===== src/rtl/mem_defs_pkg.sv =====
// Shared definitions for the cpu_core data-memory responder: request field
// positions, access-size codes, responder FSM states and request decode helpers.
package mem_defs_pkg;

    localparam int MEM_EN = 4;
    localparam int MEM_WR = 3;

    typedef enum logic [2:0] {
        SIZE_WORD   = 3'b000,
        SIZE_HALF_U = 3'b001,
        SIZE_HALF_S = 3'b010,
        SIZE_BYTE_U = 3'b011,
        SIZE_BYTE_S = 3'b100
    } mem_size_t;

    typedef enum logic [2:0] {
        ST_IDLE,
        ST_RD,
        ST_WR_SETUP,
        ST_WR_PULSE,
        ST_DONE
    } resp_state_t;

    // Map the raw size field onto a known size; unused codes behave as a word access.
    function automatic mem_size_t decode_size(input logic [2:0] code);
        mem_size_t size;
        case (code)
            3'b001:  size = SIZE_HALF_U;
            3'b010:  size = SIZE_HALF_S;
            3'b011:  size = SIZE_BYTE_U;
            3'b100:  size = SIZE_BYTE_S;
            default: size = SIZE_WORD;
        endcase
        return size;
    endfunction

    // Words must sit on a 4-byte boundary, halves on a 2-byte boundary, bytes anywhere.
    function automatic logic is_aligned(input mem_size_t size, input logic [1:0] addr_lo);
        logic ok;
        case (size)
            SIZE_WORD:                ok = (addr_lo == 2'b00);
            SIZE_HALF_U, SIZE_HALF_S: ok = (addr_lo[0] == 1'b0);
            default:                  ok = 1'b1;
        endcase
        return ok;
    endfunction

endpackage


===== src/rtl/mem_lane_align.sv =====
// Byte-lane steering between the 32-bit SRAM bus and the CPU: byte enables,
// store-data replication and load-data lane extraction with sign/zero extension.
module mem_lane_align
    import mem_defs_pkg::*;
(
    input  mem_size_t   size,
    input  logic [1:0]  addr_lo,
    input  logic [31:0] store_data,
    input  logic [31:0] load_raw,
    output logic [3:0]  be_n,
    output logic [31:0] store_repl,
    output logic [31:0] load_ext
);

    logic [3:0]  lane_mask;
    logic [15:0] half_sel;
    logic [7:0]  byte_sel;

    // Choose the active lanes and copy the low-order store data onto every lane
    // of that width, so whichever lanes are enabled carry the right bytes.
    always_comb begin
        lane_mask  = 4'b1111;
        store_repl = store_data;
        case (size)
            SIZE_HALF_U, SIZE_HALF_S: begin
                lane_mask  = addr_lo[1] ? 4'b1100 : 4'b0011;
                store_repl = {2{store_data[15:0]}};
            end
            SIZE_BYTE_U, SIZE_BYTE_S: begin
                lane_mask  = 4'b0001 << addr_lo;
                store_repl = {4{store_data[7:0]}};
            end
            default: begin
                lane_mask  = 4'b1111;
                store_repl = store_data;
            end
        endcase
        be_n = ~lane_mask;
    end

    // Pull the addressed half/byte out of the full SRAM word and extend it to 32 bits.
    always_comb begin
        half_sel = addr_lo[1] ? load_raw[31:16] : load_raw[15:0];
        case (addr_lo)
            2'd0:    byte_sel = load_raw[7:0];
            2'd1:    byte_sel = load_raw[15:8];
            2'd2:    byte_sel = load_raw[23:16];
            default: byte_sel = load_raw[31:24];
        endcase
        case (size)
            SIZE_HALF_U: load_ext = {16'h0000, half_sel};
            SIZE_HALF_S: load_ext = {{16{half_sel[15]}}, half_sel};
            SIZE_BYTE_U: load_ext = {24'h000000, byte_sel};
            SIZE_BYTE_S: load_ext = {{24{byte_sel[7]}}, byte_sel};
            default:     load_ext = load_raw;
        endcase
    end

endmodule


===== src/rtl/data_mem_responder.sv =====
// Responder for the cpu_core data-memory port. Accepts one load/store at a time,
// stalls the CPU while it runs a multi-cycle access on an asynchronous SRAM,
// and returns extended load data in the DONE cycle.
module data_mem_responder
    import mem_defs_pkg::*;
#(
    parameter int RD_WAIT  = 2,
    parameter int WE_PULSE = 2,
    parameter int RAM_AW   = 20
) (
    input  logic              clk_50M,
    input  logic              rst_n,
    input  logic [31:0]       mem_addr,
    input  logic [31:0]       mem_wdata,
    input  logic [4:0]        mem_ctrl_signal,
    output logic [31:0]       mem_rdata,
    output logic              mem_stall,
    output logic              addr_err,
    output logic [RAM_AW-1:0] ram_addr,
    output logic [3:0]        ram_be_n,
    output logic              ram_ce_n,
    output logic              ram_oe_n,
    output logic              ram_we_n,
    output logic [31:0]       ram_data_o,
    output logic              ram_data_oe,
    input  logic [31:0]       ram_data_i
);

    localparam int CNT_MAX = (RD_WAIT > WE_PULSE) ? RD_WAIT : WE_PULSE;
    localparam int CNT_W   = (CNT_MAX > 1) ? $clog2(CNT_MAX) : 1;
    localparam logic [CNT_W-1:0] RD_LAST = CNT_W'(RD_WAIT - 1);
    localparam logic [CNT_W-1:0] WE_LAST = CNT_W'(WE_PULSE - 1);

    resp_state_t        state_q, state_d;
    logic [CNT_W-1:0]   cnt_q, cnt_d;
    logic [RAM_AW+1:0]  addr_q, addr_d;
    mem_size_t          size_q, size_d;
    logic [31:0]        wdata_q, wdata_d;
    logic [31:0]        rdata_q, rdata_d;

    logic               req_en;
    logic               req_wr;
    mem_size_t          req_size;
    logic               req_aligned;
    logic               unused_addr_hi;

    logic [3:0]         lane_be_n;
    logic [31:0]        lane_store;
    logic [31:0]        lane_load;

    assign req_en         = mem_ctrl_signal[MEM_EN];
    assign req_wr         = mem_ctrl_signal[MEM_WR];
    assign req_size       = decode_size(mem_ctrl_signal[2:0]);
    assign req_aligned    = is_aligned(req_size, mem_addr[1:0]);
    assign unused_addr_hi = ^mem_addr[31:RAM_AW+2];

    // Lane steering always works from the latched request so the SRAM sees
    // stable enables and data for the whole access.
    mem_lane_align u_lane_align (
        .size       (size_q),
        .addr_lo    (addr_q[1:0]),
        .store_data (wdata_q),
        .load_raw   (ram_data_i),
        .be_n       (lane_be_n),
        .store_repl (lane_store),
        .load_ext   (lane_load)
    );

    assign ram_addr   = addr_q[RAM_AW+1:2];
    assign ram_data_o = lane_store;
    assign mem_rdata  = rdata_q;

    // Next-state and strobe decode. Strobes come straight from the state so an
    // asynchronous reset drops them the moment the state register clears. At the
    // end of a write we_n and data_oe return together on the DONE edge; the pad
    // data value itself stays held from the latched store data.
    always_comb begin
        state_d     = state_q;
        cnt_d       = cnt_q;
        addr_d      = addr_q;
        size_d      = size_q;
        wdata_d     = wdata_q;
        rdata_d     = rdata_q;
        mem_stall   = 1'b0;
        addr_err    = 1'b0;
        ram_ce_n    = 1'b1;
        ram_oe_n    = 1'b1;
        ram_we_n    = 1'b1;
        ram_be_n    = 4'hF;
        ram_data_oe = 1'b0;

        case (state_q)
            ST_IDLE: begin
                if (req_en) begin
                    if (req_aligned) begin
                        mem_stall = 1'b1;
                        addr_d    = mem_addr[RAM_AW+1:0];
                        size_d    = req_size;
                        wdata_d   = mem_wdata;
                        cnt_d     = '0;
                        state_d   = req_wr ? ST_WR_SETUP : ST_RD;
                    end else begin
                        addr_err  = 1'b1;
                    end
                end
            end

            ST_RD: begin
                mem_stall = 1'b1;
                ram_ce_n  = 1'b0;
                ram_oe_n  = 1'b0;
                ram_be_n  = 4'b0000;
                if (cnt_q == RD_LAST) begin
                    rdata_d = lane_load;
                    cnt_d   = '0;
                    state_d = ST_DONE;
                end else begin
                    cnt_d   = cnt_q + CNT_W'(1);
                end
            end

            ST_WR_SETUP: begin
                mem_stall   = 1'b1;
                ram_ce_n    = 1'b0;
                ram_be_n    = lane_be_n;
                ram_data_oe = 1'b1;
                cnt_d       = '0;
                state_d     = ST_WR_PULSE;
            end

            ST_WR_PULSE: begin
                mem_stall   = 1'b1;
                ram_ce_n    = 1'b0;
                ram_we_n    = 1'b0;
                ram_be_n    = lane_be_n;
                ram_data_oe = 1'b1;
                if (cnt_q == WE_LAST) begin
                    cnt_d   = '0;
                    state_d = ST_DONE;
                end else begin
                    cnt_d   = cnt_q + CNT_W'(1);
                end
            end

            ST_DONE: begin
                state_d = ST_IDLE;
            end

            default: begin
                state_d = ST_IDLE;
            end
        endcase

        if (!rst_n) begin
            mem_stall = 1'b0;
            addr_err  = 1'b0;
        end
    end

    // State, wait counter, request latches and load result register.
    always_ff @(posedge clk_50M or negedge rst_n) begin
        if (!rst_n) begin
            state_q <= ST_IDLE;
            cnt_q   <= '0;
            addr_q  <= '0;
            size_q  <= SIZE_WORD;
            wdata_q <= '0;
            rdata_q <= '0;
        end else begin
            state_q <= state_d;
            cnt_q   <= cnt_d;
            addr_q  <= addr_d;
            size_q  <= size_d;
            wdata_q <= wdata_d;
            rdata_q <= rdata_d;
        end
    end

endmodule

===== config.mk =====
export PLATFORM = sky130hd
export DESIGN_NAME = data_mem_responder
export DESIGN_NICKNAME = d
export VERILOG_FILES = /design/src/rtl/mem_defs_pkg.sv /design/src/rtl/mem_lane_align.sv /design/src/rtl/data_mem_responder.sv
export SDC_FILE = /design/constraint.sdc
export NUM_CORES = 1
export LEC_CHECK = 0
export CAP_MARGIN = 20
export CORE_MARGIN = 8
export CORE_UTILIZATION = 30
export CTS_CLUSTER_DIAMETER = 150
export DETAILED_ROUTE_END_ITERATION = 8
export PLACE_DENSITY = 0.66
export SETUP_SLACK_MARGIN = 0.1
export SLEW_MARGIN = 20
export SYNTH_ARGS = -nofsm -noshare
export SYNTH_HDL_FRONTEND = slang
export SYNTH_SLANG_ARGS = --single-unit

===== constraint.sdc =====
create_clock -name clk_50M -period 3.9 [get_ports clk_50M]
set_input_delay 0.78 -clock clk_50M [delete_from_list [all_inputs] [get_ports clk_50M]]
set_output_delay 0.78 -clock clk_50M [all_outputs]
set_load 0.01 [all_outputs]

==> impl_metrics.toml, run 1 <==
[clocking]
clkTransAtPathRegs_ps = 70
cts_hold_repair.buffers = 0
clkSinkCount = 93
cts_resized = 0
h-tree-depth = 3
cts_root_buffer = "clkbuf_16"
cts_tree = "done"
clk_latency_ps = 340
clockBufferDepth = 2
post_cts_buffers = 0
cts_buffers = 9

[sta]
setup_tns_ps = 0
min_period_over_period_pct = 90.5
finalSetupViolations = 0
max_freq_ghz = 0.283
finalCriticalPeriod_ps = 3530
skew_ps = 11.5
worst_pin_slew_ps = 831
report.final.slew_viol_count = 0
rsz0062_at_grt = "false"
report.final.hold_viol_count = 0
relSlewSlack_pct = 44.6

[floorplan]
top_level_ports = 197
coreArea_um2 = 16600
initial_utilization_pct = 30.8
core.rowCount = 47
die_x_um = 147
die_area_um2 = 21500
die_h_um = 147

[logic_synthesis]
syn_inst = 463
synth_compound_area_share_pct = 11.6
synth_xor_area_share_pct = 0.709
ys_seq_area_share_pct = 45.5
synthesis.nets = 566
synth_simple_gate_area_share_pct = 12.1
synth-async-reset-ratio_pct = 100
ys_warn_count = 0
synth_seq_cells = 93
synth_area_um2 = 5120
synth-edff-count = 0
synth_ff_type = "dfrtp_1"
avgSynthCellArea_um2 = 11.1
synthMuxAreaShare_pct = 20.7
synth_top_family_by_area = "multiplexers"
ys_types = 49
synth_adder_area_share_pct = 1.78

[power]
power_density_nw_per_um2 = 921
leakagePower_nw = 3.05
p_total_w = 0.00676
ir_drop_v = 0.000513

[detailed_routing]
first_pass_iters = 4
avgRoutedWirePerCell_um = 18.9
vias_per_cell = 4.84
postRouteAntennaNets = 0
drt_iter0_drc = 169
drc = 0
routed_wl_um = 16000
routed-via-count = 4076

[cells_and_area]
stdcell_count = 843
fin_area_um2 = 7340
synthToLayoutAreaGrowth_pct = 43.3
drive_gt1_share_pct = 16.9
antenna_cells = 0
fin_util_pct = 44.1
filler_cell_count = 1523
nNetsFinal = 721

[critical_path]
start_kind = "register"
path_class = "reg2out"
cp.arrival_ps = 2750
endpoint_kind = "output pin"
worstPathMaxFanout = 17
critPathRequiredTime_ps = 3120

[flow_run]
drv_cap = 0

[place]
globalplace.congestion = 0.860
dpl-instance-area_um2 = 6990
dp.cells = 825
io_buffers = 186
hpwl_um = 12100

[min_path]
min_path_type = "in2async"

[global_routing]
grt_max_degree = 77
grt_pass1_wl_um = 24900
antenna_found_initial = 0
grt_overflow = 0
grt_usage_pct = 14.6
grt_pass1_vias = 4523

[outcome]
status = "completed"
==> through the flow <==
step	setup slack, ps	hold WS [ps]
2_1_floorplan	1400	476
3_3_place_gp	440	488
3_5_place_dp	444	489
4_1_cts	113	298
5_1_grt	237	307
6_report	370	315
==> where the power goes <==
group,internal [W],switching [W],total [W]
clock,0.000535,0.000373,0.000908
combinational,0.00221,0.00179,0.00399
sequential,0.00146,0.000400,0.00186
total,0.00420,0.00256,0.00676
==> final timing paths <==
kind / startpoint / end / slack, ps / cells after the start
max: size_q[0]$_DFFE_PN0P_ / ram_data_o[18] / 370 / 4
min in group clk_50M: mem_rdata[10]$_DFFE_PN0P_ / mem_rdata[10]$_DFFE_PN0P_ / 510 / 1
min reg2reg: mem_rdata[10]$_DFFE_PN0P_ / mem_rdata[10]$_DFFE_PN0P_ / 510 / 1
max reg2reg: addr_q[0]$_DFFE_PN0P_ / mem_rdata[19]$_DFFE_PN0P_ / 1530 / 5
min: rst_n / addr_q[4]$_DFFE_PN0P_ / 310 / 1
max in group asynchronous: rst_n / wdata_q[27]$_DFFE_PN0P_ / 2560 / 3
==> cells in the final DEF, fill, tap and decap left out, types with 3 or more instances in the layout <==
master / n
nand2_1: 65
o22a_1: 8
a22oi_1: 13
mux2_4: 48
clkbuf_16: 9
nor2_1: 37
nor2b_1: 10
maj3_1: 8
nand2b_1: 3
mux2_2: 8
dfrtp_1: 93
a21oi_1: 42
mux4_2: 8
a211oi_1: 8
o21ai_0: 9
inv_1: 7
clkdlybuf4s50_1: 185
and2_1: 3
mux2_1: 5
buf_4: 11
==> registers in the layout, summed over array words and instances, names as in the netlist <==
signal / cells
mem_rdata: 32
state_q: 3
wdata_q: 32
cnt_q: 1
addr_q: 22
size_q: 3
==> worst max-delay path: stages, from the launching register on <==
cell and delay (ps):
dfrtp_1 370, or2_1 450, xnor2_4 680, mux2_2 420
clkdlybuf4s50_1 490
==> synthesized netlist by cell type (all sizes together), types with 2 or more instances <==
| master | instances | area [um2] |
|---|---|---|
| a211oi | 8 | 60.1 |
| a21o | 2 | 15.0 |
| a21oi | 44 | 235 |
| a22oi | 13 | 97.6 |
| and2 | 3 | 18.8 |
| buf | 46 | 332 |
| clkbuf | 9 | 33.8 |
| dfrtp | 93 | 2330 |
| inv | 7 | 26.3 |
| maj3 | 9 | 91.3 |
| mux2 | 61 | 867 |
| mux4 | 8 | 180 |
| nand2 | 65 | 244 |
| nand2b | 3 | 18.8 |
| nand3 | 2 | 10.0 |
| nor2 | 40 | 176 |
| nor2b | 10 | 62.6 |
| nor3 | 3 | 20.0 |
| o2111ai | 2 | 17.5 |
| o21a | 2 | 15.0 |
| o21ai | 10 | 53.8 |
| o22a | 8 | 70.1 |
| o22ai | 2 | 12.5 |
| or3 | 2 | 17.5 |
| xnor2 | 2 | 36.3 |
==> layer usage <==
layer	track usage, %	routed length (um)	part of all wire [%]
met1	18.3	7010	44
met2	22.0	6890	43
met3	6.80	1840	12
met4	4.33	220	1.4
met5	0	0	0
==> final cells by class <==
class	instances	area [um2]	area share, %
clock buffer	12	256	3.50
clock inverter	4	53.8	0.733
inverter	8	30.0	0.409
multi-input combinational	308	2420	33.0
sequential	93	2330	31.7
tap	220	275	3.75
timing repair buffer	198	1970	26.9
==> cell families after synthesis <==
kind of cell	count (synthesis)
XOR/XNOR	2
multiplexers	70
AO/OA/AOI/OAI	93
AND/OR/NAND/NOR	133
flip-flops	93
adder cells (fa/ha/maj)	9
buffers and inverters	63
No activity file was read; power rests on OpenSTA's default activity.
==> run 2, diff against run 1 <==
ABC_AREA = 1   (was default)
CTS_BUF_LIST = sky130_fd_sc_hd__clkbuf_4 sky130_fd_sc_hd__clkbuf_8   (was default)
CTS_CLUSTER_SIZE = 24   (was default)
==> run 2 against run 1 <==
Maximum frequency rose by 2.8%; largest cell class unchanged; wire length rose by 12%; clock power fell by 24%.
==> impl_metrics.toml, run 2 <==
[outcome]
status = "completed"

[detailed_routing]
avgRoutedWirePerCell_um = 16.0
wl_met3_um = 2040
vias_per_cell = 4.68
postRouteAntennaNets = 0
routed-via-count = 5192
first_pass_iters = 5
highest_layer = "met5"
routed_wl_um = 17800
drt-met1-wl_um = 7800
drt_iter0_drc = 352
wl_met2_um = 7750
drc = 0

[floorplan]
coreArea_um2 = 17300
core.rowCount = 48
die_area_um2 = 22200
die_h_um = 149
die_x_um = 149
initial_utilization_pct = 30.6
top_level_ports = 197

[cells_and_area]
antenna_cells = 0
fin_area_um2 = 7320
synthToLayoutAreaGrowth_pct = 38.1
final_cell_mix = "nand2_1 (240), clkdlybuf4s50_1 (185), dfrtp_1 (93)"
drive_gt1_share_pct = 5.54
nNetsFinal = 983
layout_commonest_cell = "nand2_1"

[clocking]
cts_tree = "done"
cts_hold_repair.buffers = 0
clk_latency_ps = 380
clkTransAtPathRegs_ps = 100
h-tree-depth = 3
cts_resized = 0
post_cts_buffers = 0
clockBufferDepth = 2
cts_root_buffer = "clkbuf_8"
cts_buffers = 9
clkSinkCount = 93

[logic_synthesis]
synth_seq_cells = 93
synth_ff_type = "dfrtp_1"
ys_warn_count = 0
synthesis.nets = 842
synth_area_um2 = 5300
synth-edff-count = 0
yosysTopAreaCell = "dfrtp_1"
ys_seq_area_share_pct = 43.9
yosys-top-cells-count = "nand2_1 (241), dfrtp_1 (93), nor2_1 (93)"
syn_inst = 739
synth_area_leaders = "dfrtp_1 (44%), nand2_1 (17%), nand3_1 (8.7%)"
yosysMostFrequentCell = "nand2_1"
avgSynthCellArea_um2 = 7.17
synth.top_cell.area_share_pct = 43.9
ys_types = 30
synth-async-reset-ratio_pct = 100

[sta]
finalCriticalPeriod_ps = 3430
finalSetupViolations = 0
rsz0062_at_grt = "false"
min_period_over_period_pct = 88.0
max_freq_ghz = 0.291
skew_ps = 8.61
report.final.hold_viol_count = 0
fin_hold_ws_ps = 477
worst_pin_slew_ps = 813
report.final.slew_viol_count = 0
setup_tns_ps = 0
relSlewSlack_pct = 45.8

[critical_path]
critPathRequiredTime_ps = 3120
r2r_slack_ps = 1990
cp.arrival_ps = 2650
path_depth = 7
cp_num_buf_inv = 3
r2r_cells = 8
r2r-end = "mem_rdata[23]$_DFFE_PN0P_"
worstPathMaxFanout = 21
crit_chain = "inv_2 -> nand3_4 -> nand2_8 -> nor2_8 -> inv_1 -> o21ai_0 -> clkdlybuf4s50_1"
path_class = "reg2out"
cpLargestDelayFamily = "buffers and inverters"
timing.rr.start = "state_q[0]$_DFFE_PN0P_"
start_kind = "register"
cp-startpoint = "size_q[1]$_DFFE_PN0P_"
endpoint_kind = "output pin"
crit_slowest_cell = "clkdlybuf4s50_1"
crit_end = "ram_data_o[12]"
cpPeakStageDelay_ps = 590

[global_routing]
grt_max_degree = 79
grt_usage_pct = 16.0
grt_overflow = 0
antenna_found_initial = 1
grt_pass1_vias = 5151
grt_pass1_wl_um = 28200

[flow_run]
drv_cap = 0

[place]
hpwl_um = 13000
io_buffers = 186
globalplace.congestion = 0.875
dpl-instance-area_um2 = 7110

[power]
ir_drop_v = 0.000450
power_density_nw_per_um2 = 891
leakagePower_nw = 3.48

[min_path]
min_path_type = "reg2reg"
[run 2: changes by cell type after synthesis, sizes merged, moves of 9 or more]
cell   delta
nand2   +181
nand3    +93
mux2     -61
nor2     +58
inv      +48
o21ai    +33
a21oi    -25
buf      +14
a22oi    -12
nor2b    -10
maj3      -9
[run 2: area by class of cell]
cell class | instances | area (um2)
Timing Repair Buffer | 195 | 1930
Tap cell | 225 | 282
Clock inverter | 5 | 60.1
Sequential cell | 93 | 2330
Clock buffer | 11 | 145
Multi-Input combinational cell | 526 | 2370
Fill cell | 1852 | 9970
Inverter | 55 | 206
[run 2: cell families after synthesis]
family | share of synthesized area (%)
AND/OR/NAND/NOR | 36.2
buffers and inverters | 11.8
flip-flops | 43.9
AO/OA/AOI/OAI | 8.14
[run 2: where the power goes]
| group | leakage [nW] | internal, W | switching [W] |
|---|---|---|---|
| Clock | 0.103 | 0.000323 | 0.000366 |
| Combinational | 2.27 | 0.00188 | 0.00226 |
| Sequential | 1.10 | 0.00141 | 0.000285 |
[run 2: worst min path at each step]
stage	startpoint	endpoint	slack [ps]	cells past startpoint
floorplan	wdata_q[16]$_DFFE_PN0P_	wdata_q[16]$_DFFE_PN0P_	440	2
global route	wdata_q[18]$_DFFE_PN0P_	wdata_q[18]$_DFFE_PN0P_	490	2
finish	wdata_q[30]$_DFFE_PN0P_	wdata_q[30]$_DFFE_PN0P_	480	2
CTS	wdata_q[28]$_DFFE_PN0P_	wdata_q[28]$_DFFE_PN0P_	480	2
global placement	addr_q[11]$_DFFE_PN0P_	addr_q[11]$_DFFE_PN0P_	450	2
detailed placement	wdata_q[21]$_DFFE_PN0P_	wdata_q[21]$_DFFE_PN0P_	460	2
[run 2: worst reg2reg max path, delay by kind of cell (launching register included)]
family,cells,cell delay [ps]
AND/OR/NAND/NOR,5,770
flip-flops,1,400
buffers and inverters,3,650
[run 2: per-layer routing]
layer | GRT usage [%] | vias up
li1 | - | 2591
met1 | 20.7 | 2382
met2 | 24.4 | 202
met3 | 6.22 | 15
met4 | 4.44 | 2
met5 | 0 | -
[run 2: through the flow]
step                      setup slack [ps]  power [W]  cells  utilization, %
final                                  468    0.00652   1110            42.3
after global routing                   238    0.00710   1110            42.3
after CTS                              171    0.00657   1109            42.3
after detailed placement               611    0.00585   1093            41.1
after global placement                 633    0.00581   1093            41.1
after floorplan                       1490    0.00408    739               -
